===== src/rtl/piggy_pkg.sv =====
// Shared definitions for the change dispenser: coin values, denomination
// index order (bit positions in the empty/eject vectors) and FSM states.
package piggy_pkg;

  localparam logic [7:0] VAL_PENNY   = 8'd1;
  localparam logic [7:0] VAL_NICKEL  = 8'd5;
  localparam logic [7:0] VAL_DIME    = 8'd10;
  localparam logic [7:0] VAL_QUARTER = 8'd25;

  typedef enum logic [1:0] {
    COIN_PENNY   = 2'd0,
    COIN_NICKEL  = 2'd1,
    COIN_DIME    = 2'd2,
    COIN_QUARTER = 2'd3
  } coin_e;

  typedef enum logic [1:0] {
    IDLE     = 2'd0,
    DISPENSE = 2'd1,
    DONE     = 2'd2,
    FAULT    = 2'd3
  } state_t;

  function automatic logic [7:0] coin_value(input coin_e c);
    logic [7:0] v;
    case (c)
      COIN_QUARTER: v = VAL_QUARTER;
      COIN_DIME:    v = VAL_DIME;
      COIN_NICKEL:  v = VAL_NICKEL;
      default:      v = VAL_PENNY;
    endcase
    return v;
  endfunction

endpackage


===== src/rtl/coin_select.sv =====
// Greedy coin picker: largest non-empty denomination that still fits in the
// credit owed, as a one-hot vector plus its value; none=1 when nothing fits.
module coin_select
  import piggy_pkg::*;
(
  input  logic [7:0] remaining,
  input  logic [3:0] empty,
  output logic [3:0] coin,
  output logic [7:0] value,
  output logic       none
);

  // Priority chain quarter > dime > nickel > penny over eligible hoppers
  always_comb begin
    coin  = '0;
    value = '0;
    none  = 1'b0;
    if (!empty[COIN_QUARTER] && remaining >= coin_value(COIN_QUARTER)) begin
      coin[COIN_QUARTER] = 1'b1;
      value              = coin_value(COIN_QUARTER);
    end else if (!empty[COIN_DIME] && remaining >= coin_value(COIN_DIME)) begin
      coin[COIN_DIME] = 1'b1;
      value           = coin_value(COIN_DIME);
    end else if (!empty[COIN_NICKEL] && remaining >= coin_value(COIN_NICKEL)) begin
      coin[COIN_NICKEL] = 1'b1;
      value             = coin_value(COIN_NICKEL);
    end else if (!empty[COIN_PENNY] && remaining >= coin_value(COIN_PENNY)) begin
      coin[COIN_PENNY] = 1'b1;
      value            = coin_value(COIN_PENNY);
    end else begin
      none = 1'b1;
    end
  end

endmodule


===== src/rtl/change_dispenser.sv =====
// Change dispenser: loads a credit, then ejects one coin per ready cycle
// (greedy) until the credit is paid out or no hopper can cover the rest.
module change_dispenser
  import piggy_pkg::*;
(
  input  logic       clk,
  input  logic       reset,
  input  logic       start,
  input  logic [7:0] amount,
  input  logic       ready,
  input  logic [3:0] empty,
  output logic       quarter,
  output logic       dime,
  output logic       nickel,
  output logic       penny,
  output logic       busy,
  output logic       done,
  output logic       fault,
  output logic [7:0] remaining
);

  state_t     state;
  logic [3:0] eject;
  logic [3:0] sel_coin;
  logic [7:0] sel_value;
  logic       sel_none;

  coin_select u_coin_select (
    .remaining (remaining),
    .empty     (empty),
    .coin      (sel_coin),
    .value     (sel_value),
    .none      (sel_none)
  );

  assign quarter = eject[COIN_QUARTER];
  assign dime    = eject[COIN_DIME];
  assign nickel  = eject[COIN_NICKEL];
  assign penny   = eject[COIN_PENNY];

  // Dispense FSM; coin and done outputs are one-cycle pulses, so they clear every edge
  always_ff @(posedge clk or posedge reset) begin
    if (reset) begin
      state     <= IDLE;
      eject     <= '0;
      busy      <= 1'b0;
      done      <= 1'b0;
      fault     <= 1'b0;
      remaining <= '0;
    end else begin
      eject <= '0;
      done  <= 1'b0;
      case (state)
        IDLE, DONE, FAULT: begin
          if (start) begin
            remaining <= amount;
            fault     <= 1'b0;
            if (amount == 8'd0) begin
              state <= DONE;
              done  <= 1'b1;
              busy  <= 1'b0;
            end else begin
              state <= DISPENSE;
              busy  <= 1'b1;
            end
          end else if (state == DONE) begin
            state <= IDLE;
          end
        end
        DISPENSE: begin
          if (sel_none) begin
            state <= FAULT;
            fault <= 1'b1;
            busy  <= 1'b0;
          end else if (ready) begin
            remaining <= remaining - sel_value;
            eject     <= sel_coin;
            if (sel_value == remaining) begin
              state <= DONE;
              done  <= 1'b1;
              busy  <= 1'b0;
            end
          end
        end
        default: begin
          state <= IDLE;
          busy  <= 1'b0;
          fault <= 1'b0;
        end
      endcase
    end
  end

endmodule


===== config.mk =====
export PLATFORM = sky130hd
export DESIGN_NAME = change_dispenser
export DESIGN_NICKNAME = d
export VERILOG_FILES = /design/src/rtl/piggy_pkg.sv /design/src/rtl/coin_select.sv /design/src/rtl/change_dispenser.sv
export SDC_FILE = /design/constraint.sdc
export NUM_CORES = 1
export LEC_CHECK = 0
export BUFFER_PORTS_ARGS = -buffer_cell sky130_fd_sc_hd__buf_2
export CORE_UTILIZATION = 57
export CTS_BUF_LIST = sky130_fd_sc_hd__clkbuf_4 sky130_fd_sc_hd__clkbuf_8 sky130_fd_sc_hd__clkbuf_16
export CTS_CLUSTER_SIZE = 14
export DETAILED_ROUTE_END_ITERATION = 10
export GPL_TIMING_DRIVEN = 0
export PLACE_DENSITY_LB_ADDON = 0.25
export SLEW_MARGIN = 20
export SYNTH_ARGS = -nofsm -noshare
export SYNTH_HDL_FRONTEND = slang
export SYNTH_HIERARCHICAL = 1
export SYNTH_SLANG_ARGS = --single-unit
export TNS_END_PERCENT = 20

===== constraint.sdc =====
create_clock -name clk -period 7.2 [get_ports clk]
set_input_delay 1.44 -clock clk [delete_from_list [all_inputs] [get_ports clk]]
set_output_delay 1.44 -clock clk [all_outputs]
set_load 0.005 [all_outputs]

==> flow_summary.yaml, run 1 <==
outcome:
  status: "finished, final reports clean"
sta:
  period_share: 0.4776
  rsz0062_at_grt: "no"
  worst_pin_slew_ns: 0.6575
  clock_skew_ns: 0.001800
  fin_setup_tns_ns: 0
  relSlewSlack: 0.5612
  finalCriticalPeriod_ns: 3.439
  hold_viol: 0
  setup_viol: 0
  drv_slew: 0
  fmax_ghz: 0.2908
grt:
  busiest_layer: "met2"
  grt_use_met1: 0.3233
  use_met2: 0.4733
  grt_use_total: 0.2630
  grt_pass1_wl_mm: 4.995
  met3_usage: 0.02778
  antenna_found_initial: 0
  grt_pass1_vias: 1150
  grt_overflow: 0
  grt_max_degree: 18
logic_synthesis:
  syn_area_sq_um: 1319
  synthTopCellsByArea: "dfrtp_1 (32%), ha_1 (6.6%), buf_4 (4.6%)"
  synth_top_area_frac: 0.3226
  synth.avg_cell_area_sq_um: 8.792
  async_flop_share: 1.000
  synth-edff-count: 0
  ys_seq_elements: 17
  synth_cells: 150
  synth.distinct_cells: 43
  synth-seq-area-share: 0.3226
  synth_flop_cell: "dfrtp_1"
  ys_warn_count: 6
  synth_top_area_cell: "dfrtp_1"
routing:
  via_per_inst: 5.812
  drt-total-wl_mm: 2.966
  drc_errors: 0
  drt-initial-drc-count: 28
  vias: 1238
  ant_nets: 0
  dr.pass1.iters: 4
  wl_per_cell_microns: 13.92
clock_network:
  cts_hold_buf: 0
  cts_max_level: 1
  clk_latency_ns: 0.29
  clock-sinks: 17
  post_cts_buffers: 0
  root_buffer: "clkbuf_4"
  clk_pin_slew_ns: 0.10
  cts_tree: "yes"
  clockBufferDepth: 2
  cts_made_buffers: 3
  post_cts_resized: 0
final_layout:
  drive_gt1_frac: 0.2973
  multiInputGateArea_sq_um: 782.0
  num_antenna_cells: 0
  fill_cells: 174
  final_nets: 210
  regArea_sq_um: 425.4
  fin_cells: 213
  syn_to_final_growth_pct: 16.51
power:
  peakVddDrop_mv: 0.2685
  leakagePower_uw: 0.0007626
  p_per_area_nw_per_um2: 430.1
  p_total_uw: 660.8
critical_path:
  worstSetupPathType: "input port to register"
  required_ns: 7.38
  r2r_cells: 12
  endpoint_kind: "register"
  path_max_fanout: 4
  critPathArrivalTime_ns: 3.62
  startpoint_type: "input port"
flow_run:
  max-cap-violations: 0
hold_path:
  hold_class: "register to register"
  min_path_cells: 1
floorplanning:
  die_y_microns: 50.10
  start_util: 0.6019
  die_area_sq_um: 2510
  core-area_sq_um: 2191
  rows: 17
  die_x_microns: 50.10
  num_io_pins: 31
placement:
  hpwl_mm: 2.307
  place_inst: 209
  gp_congestion: 0.8634
  place.port_buffers: 29
-- cell usage after synthesis, types with 5 or more instances --
cell      n
o21ai_0  11
inv_1    13
ha_1      7
nor2_1    5
nand2_1   9
buf_4     8
a21oi_1  10
dfrtp_1  17
-- final timing paths --
check / startpoint / to / slack [ns]
hold / removal: busy$_DFFE_PP0P_ / busy$_DFFE_PP0P_ / 0.51
min in group asynchronous: reset / eject[1]$_DFF_PP0_ / 1.22
setup / recovery: empty[3] / remaining[6]$_DFFE_PP0P_ / 3.76
setup reg to reg: remaining[1]$_DFFE_PP0P_ / remaining[6]$_DFFE_PP0P_ / 4.35
hold reg to reg: busy$_DFFE_PP0P_ / busy$_DFFE_PP0P_ / 0.51
max in group asynchronous: reset / remaining[7]$_DFFE_PP0P_ / 5.56
-- cell usage in the layout (no fill, tap or decap), drive strengths merged --
cell     n
a21o     3
ha       7
clkbuf   4
mux2     1
a221oi   1
nor4     4
nor3b    2
o22ai    1
and4bb   1
nand4    4
and2     6
or4      1
o21bai   3
a31oi    3
nor4b    1
conb     3
buf     39
mux2i    2
nand3b   2
nor2     5
fa       1
a21oi   12
dfrtp   17
a32o     1
xor2     3
nand2b   3
o21ai   12
xnor2    1
a211oi   4
nand2    9
and3b    1
inv     13
nor3     7
o31ai    1
nand3    3
and3     4
-- sequential cells by signal, indices dropped and copies added, names as in the netlist --
signal     cells
remaining      8
fault          1
busy           1
done           1
eject          4
state          2
-- layout make-up --
| cell class | instances | share of cell area |
|---|---|---|
| multi-input combinational | 112 | 0.5090 |
| inverter | 13 | 0.03176 |
| buffer | 10 | 0.04560 |
| clock buffer | 4 | 0.01954 |
| sequential | 17 | 0.2769 |
| timing repair buffer | 29 | 0.09446 |
| tap | 28 | 0.02280 |
-- logic make-up (layout without fill, tap and decap cells) --
group | after synthesis | count (layout) | synth area share
buffers and inverters | 23 | 56 | 0.09014
XOR/XNOR | 4 | 4 | 0.02657
flip-flops | 17 | 17 | 0.3226
adder cells (fa/ha/maj) | 8 | 8 | 0.08159
multiplexers | 3 | 3 | 0.02372
other | 1 | 3 | 0.002844
AO/OA/AOI/OAI | 41 | 41 | 0.1983
AND/OR/NAND/NOR | 53 | 53 | 0.2543
-- layer usage --
layer	wire length (microns)	part of all wire
met1	1345	0.45
met2	1495	0.50
met3	110	0.037
met4	14	0.0047
met5	0	0
-- per-stage QoR --
step             util  cell area [sq um]  hold WS (ns)  setup slack [ns]
3_5_place_dp   0.6876               1506        0.4849             3.508
2_1_floorplan       -               1326        0.4893             3.846
5_1_grt        0.7013               1536        0.5426             3.572
6_report       0.7013               1536        0.5134             3.761
3_3_place_gp   0.6876               1506        0.4730             3.558
4_1_cts        0.7013               1536        0.5076             3.781
-- critical path, stage by stage --
cell      delay, ns
buf_2          0.12
nor3_2         0.24
o21bai_1       0.23
nand2b_1       0.17
ha_1           0.16
inv_1          0.06
fa_1           0.42
a211oi_1       0.27
o21bai_1       0.13
a21oi_1        0.19
or4_1          0.13
nand3_1        0.06
-- power by group --
| part | switching, uW | internal [uW] | leakage (uW) |
|---|---|---|---|
| Clock | 31.1 | 25.3 | 0.0000184 |
| Sequential | 51.9 | 133 | 0.000214 |
| Combinational | 228 | 192 | 0.000530 |
Power figures use the tool's default switching activity.
==> run 2, diff against run 1 <==
- CORE_UTILIZATION: 57 -> 48
- clock period: 7.2 -> 3.11 ns (I/O delays scaled with it)
==> flow_summary.yaml, run 2 (same netlist as run 1, synthesis figures left out) <==
sta:
  fin_setup_tns_ns: 0
  worst_pin_slew_ns: 0.6550
  hold_viol: 0
  drv_slew: 0
  fin_ws_ns: 0.2708
  clock_skew_ns: 0.001145
  fmax_ghz: 0.3522
  finalCriticalPeriod_ns: 2.839
  relSlewSlack: 0.5629
  period_share: 0.9129
  setup_viol: 0
  rsz0062_at_grt: "no"
critical_path:
  path_max_fanout: 7
  critPathArrivalTime_ns: 3.02
  required_ns: 3.29
  r2r_cells: 12
  worstSetupPathType: "register to register"
  endpoint_kind: "register"
  startpoint_type: "register"
  timing.rr.start: "remaining[1]$_DFFE_PP0P_"
  r2r_slack_ns: 0.27
  rr_endpoint: "remaining[6]$_DFFE_PP0P_"
  cp-startpoint: "remaining[1]$_DFFE_PP0P_"
  cp-endpoint: "remaining[6]$_DFFE_PP0P_"
grt:
  grt_pass1_wl_mm: 4.836
  grt_pass1_vias: 1143
  grt_use_total: 0.2307
  grt_max_degree: 18
  antenna_found_initial: 0
  grt_overflow: 0
final_layout:
  reg_top3: "remaining (8), eject (4), state (2)"
  mostFrequentLayoutCell: "buf_2"
  fin_cells: 215
  syn_to_final_growth_pct: 16.51
  final_core_util: 0.6037
  final_nets: 210
  num_antenna_cells: 0
  regMostFlops: "remaining"
  final_cell_mix: "buf_2 (31), dfrtp_1 (17), inv_1 (13)"
  largest_register_ffs: 8
  drive_gt1_frac: 0.2973
clock_network:
  clk_pin_slew_ns: 0.10
  cts_hold_buf: 0
  cts_max_level: 1
  cts_made_buffers: 3
  post_cts_buffers: 0
  cts_tree: "yes"
  post_cts_resized: 0
  clockBufferDepth: 2
  clock-sinks: 17
  clk_latency_ns: 0.29
  root_buffer: "clkbuf_4"
routing:
  ant_nets: 0
  drt-met1-wl_mm: 1.300
  drt-initial-drc-count: 17
  dr_wl_met3_microns: 133
  met2RoutedLength_mm: 1.495
  vias: 1246
  wl_per_cell_microns: 14.03
  drt-total-wl_mm: 3.017
  dr.pass1.iters: 4
  routed.top_layer: "met4"
  via_per_inst: 5.795
  drc_errors: 0
floorplanning:
  num_io_pins: 31
  rows: 18
  die_x_microns: 54.42
  start_util: 0.5182
  core-area_sq_um: 2545
  die_y_microns: 54.42
  die_area_sq_um: 2961
flow_run:
  max-cap-violations: 0
placement:
  place_inst: 211
  hpwl_mm: 2.378
  place.port_buffers: 29
  pre_cts_slack_ns: 0.2148
  gp_congestion: 0.8592
power:
  p_per_area_nw_per_um2: 989.9
  p_total_uw: 1521
  peakVddDrop_mv: 0.5772
  leakagePower_uw: 0.0007619
hold_path:
  hold_class: "input port to asynchronous set/reset pin"
outcome:
  status: "finished, final reports clean"
==> run 2: area by class of cell <==
cell class	count	area, sq um
buffer	10	70.07
clock buffer	3	22.52
clock inverter	1	5.005
fill	253	1008
inverter	13	48.80
multi-input combinational	112	782.0
sequential	17	425.4
tap	30	37.54
timing repair buffer	29	145.1
==> run 2: worst min-delay path by stage <==
stage,startpoint,to,slack (ns)
floorplan,busy$_DFFE_PP0P_,busy$_DFFE_PP0P_,0.49
global placement,busy$_DFFE_PP0P_,busy$_DFFE_PP0P_,0.48
detailed placement,busy$_DFFE_PP0P_,busy$_DFFE_PP0P_,0.48
CTS,reset,eject[0]$_DFF_PP0_,0.42
global route,reset,eject[1]$_DFF_PP0_,0.46
finish,reset,remaining[1]$_DFFE_PP0P_,0.40
==> run 2: per-layer routing <==
layer | vias up | global-route usage
li1 | 605 | -
met1 | 593 | 0.2845
met2 | 38 | 0.3862
met3 | 10 | 0.03056
met4 | 0 | 0.1239
met5 | - | 0
==> run 2: per-stage QoR <==
| stage | hold WS [ns] | cell area (sq um) |
|---|---|---|
| floorplan | 0.4893 | 1326 |
| global placement | 0.4770 | 1509 |
| detailed placement | 0.4822 | 1509 |
| CTS | 0.4175 | 1536 |
| global route | 0.4641 | 1536 |
| finish | 0.3999 | 1536 |
==> run 2: critical path, cell delays in order (launching register included) <==
cell      delay [ns]
dfrtp_1         0.49
nor3_2          0.25
nor3_2          0.09
o21bai_1        0.21
nor3_1          0.25
buf_4           0.14
inv_1           0.06
fa_1            0.45
a211oi_1        0.29
o21bai_1        0.12
a21oi_1         0.20
or4_1           0.13
nand3_1         0.06
==> run 2: report_power, final <==
part | internal [uW] | total [uW] | switching [uW]
Sequential | 307 | 422 | 115
Clock | 47.9 | 120 | 72.6
Combinational | 444 | 978 | 534
==> run 3, diff against run 2 <==
- ABC_AREA: not set -> 1
- CORE_UTILIZATION: 48 -> 49
- CTS_CLUSTER_DIAMETER: not set -> 60
- SKIP_LAST_GASP: not set -> 1
==> flow_summary.yaml, run 3 <==
routing:
  drt-initial-drc-count: 44
  ant_nets: 0
  vias: 1326
  drc_errors: 2
  dr.pass1.iters: 7
  drt-total-wl_mm: 2.829
  via_per_inst: 4.702
  wl_per_cell_microns: 10.03
final_layout:
  regMostFlops: "remaining"
  final_cell_mix: "nand2_1 (58), inv_1 (40), buf_2 (32)"
  final_nets: 276
  drive_gt1_frac: 0.2789
  multiInputGateArea_sq_um: 814.5
  syn_to_final_growth_pct: 15.30
  mostFrequentLayoutCell: "nand2_1"
  fill_cells: 278
  num_antenna_cells: 0
  reg_top3: "remaining (8), eject (4), state (2)"
  regArea_sq_um: 425.4
  largest_register_ffs: 8
clock_network:
  post_cts_resized: 0
  root_buffer: "clkbuf_4"
  cts_tree: "yes"
  clk_latency_ns: 0.29
  clock-sinks: 17
  cts_made_buffers: 3
  clk_pin_slew_ns: 0.10
  post_cts_buffers: 0
  clockBufferDepth: 2
  cts_max_level: 1
  cts_hold_buf: 0
logic_synthesis:
  synth-seq-area-share: 0.2906
  synth_top_area_cell: "dfrtp_1"
  synthTopCellsByArea: "dfrtp_1 (29%), nand2_1 (15%), inv_1 (10%)"
  synth.distinct_cells: 30
  synth.avg_cell_area_sq_um: 6.809
  async_flop_share: 1.000
  synth_flop_cell: "dfrtp_1"
  ys_seq_elements: 17
  synth_cells: 215
  yosysMostFrequentCell: "nand2_1"
  synth-edff-count: 0
  syn_area_sq_um: 1464
  ys_warn_count: 6
  synth_common_cells: "nand2_1 (58), inv_1 (40), nor2_1 (20)"
  synth_top_area_frac: 0.2906
floorplanning:
  die_x_microns: 56.66
  die_y_microns: 56.66
  num_io_pins: 31
  die_area_sq_um: 3210
  start_util: 0.5219
  rows: 19
  core-area_sq_um: 2805
sta:
  fin_setup_tns_ns: 0
  finalCriticalPeriod_ns: 2.365
  worst_pin_slew_ns: 0.6656
  drv_slew: 0
  fmax_ghz: 0.4228
  fin_ws_ns: 0.7448
  relSlewSlack: 0.5558
  clock_skew_ns: 0.004429
  setup_viol: 0
  period_share: 0.7605
  rsz0062_at_grt: "no"
  hold_viol: 0
placement:
  gp_congestion: 0.8635
  hpwl_mm: 2.342
  pre_cts_slack_ns: 0.7709
  place.port_buffers: 30
grt:
  grt_use_total: 0.2009
  grt_overflow: 0
  antenna_found_initial: 0
  grt_max_degree: 18
  grt_pass1_vias: 1245
  grt_pass1_wl_mm: 5.023
power:
  switchingPower_uw: 778.4
  p_per_area_nw_per_um2: 928.0
  p_int_uw: 787.9
  leakagePower_uw: 0.0009837
  sw_frac_of_total: 0.4970
  clockPowerShare: 0.077
  sequentialPowerShare: 0.255
  peakVddDrop_mv: 0.5091
  comb_power_share: 0.667
critical_path:
  worstSetupPathType: "register to register"
  timing.rr.start: "remaining[1]$_DFFE_PP0P_"
  critPathArrivalTime_ns: 2.56
  cp-startpoint: "remaining[1]$_DFFE_PP0P_"
  startpoint_type: "register"
  path_max_fanout: 7
  endpoint_kind: "register"
  required_ns: 3.31
outcome:
  violations: "design-rule violations"
  status: "complete, but fails checks"
flow_run:
  max-cap-violations: 0
hold_path:
  hold_class: "input port to asynchronous set/reset pin"
[run 3: cell count changes after synthesis, sizes merged, moves of 4 or more]
cell,delta
a211oi,-4
and2,-6
and3,-4
inv,+31
nand2,+56
nand3,+10
nor2,+20
nor3,-6
nor4,-4
or2,+4
[run 3: power groups by stage]
stage          Clock, uW  Sequential, uW  Combinational, uW
2_1_floorplan          0             396                810
3_3_place_gp           0             402               1030
3_5_place_dp           0             405               1050
4_1_cts              127             401               1050
5_1_grt              138             413               1190
6_report             121             400               1050
[run 3: stage by stage]
step | cell area, sq um | hold slack (ns) | total power (uW) | utilization | instances
floorplan | 1471 | 0.4654 | 1205 | - | 217
global placement | 1660 | 0.4582 | 1431 | 0.5919 | 278
detailed placement | 1660 | 0.4606 | 1453 | 0.5919 | 278
CTS | 1688 | 0.4303 | 1580 | 0.6017 | 282
global route | 1688 | 0.4607 | 1739 | 0.6017 | 282
finish | 1688 | 0.4054 | 1566 | 0.6017 | 282
[run 3: cells by family after synthesis]
group	after synthesis	synth area share
AND/OR/NAND/NOR	111	0.3658
flip-flops	17	0.2906
adder cells (fa/ha/maj)	8	0.07350
AO/OA/AOI/OAI	22	0.09145
XOR/XNOR	3	0.01795
buffers and inverters	53	0.1581
other	1	0.002562
[run 3: final cells by class]
| class | count | area share |
|---|---|---|
| inverters | 44 | 0.09785 |
| well taps | 31 | 0.02298 |
| plain buffers | 9 | 0.03929 |
| clock buffers | 3 | 0.01334 |
| repair buffers | 30 | 0.08895 |
| flip-flops and latches | 17 | 0.2520 |
| multi-input cells | 147 | 0.4826 |
| clock inverters | 1 | 0.002965 |
[run 3: critical path: stages, from the launching register on]
cell	delay, ns
dfrtp_1	0.48
nor2_1	0.13
nand2_1	0.07
nand3_1	0.08
nand2_2	0.07
nand2_4	0.08
nand2_4	0.06
nor2_1	0.12
buf_4	0.12
inv_1	0.03
ha_1	0.30
or2_2	0.32
nand3b_1	0.11
nand2_1	0.06
nand2_1	0.06
nand3_1	0.06
nand2_1	0.08
nand2_1	0.05
[run 3: final timing paths]
| path | end | depth (start not counted) | slack [ns] |
|---|---|---|---|
| max in group asynchronous | busy$_DFFE_PP0P_ | 2 | 2.28 |
| min in group clk | busy$_DFFE_PP0P_ | 2 | 0.49 |
| min | remaining[3]$_DFFE_PP0P_ | 2 | 0.41 |
| max reg2reg | remaining[5]$_DFFE_PP0P_ | 17 | 0.74 |
| min reg2reg | busy$_DFFE_PP0P_ | 2 | 0.49 |
| max | remaining[5]$_DFFE_PP0P_ | 17 | 0.74 |
[run 3: per-layer routing]
metal  vias up  global-route usage  routed length, microns
li1        714                   -                       -
met1       574              0.2562                    1408
met2        36              0.3418                    1302
met5         -                   0                       0
met3         2             0.02765                      99
met4         0             0.07857                      19
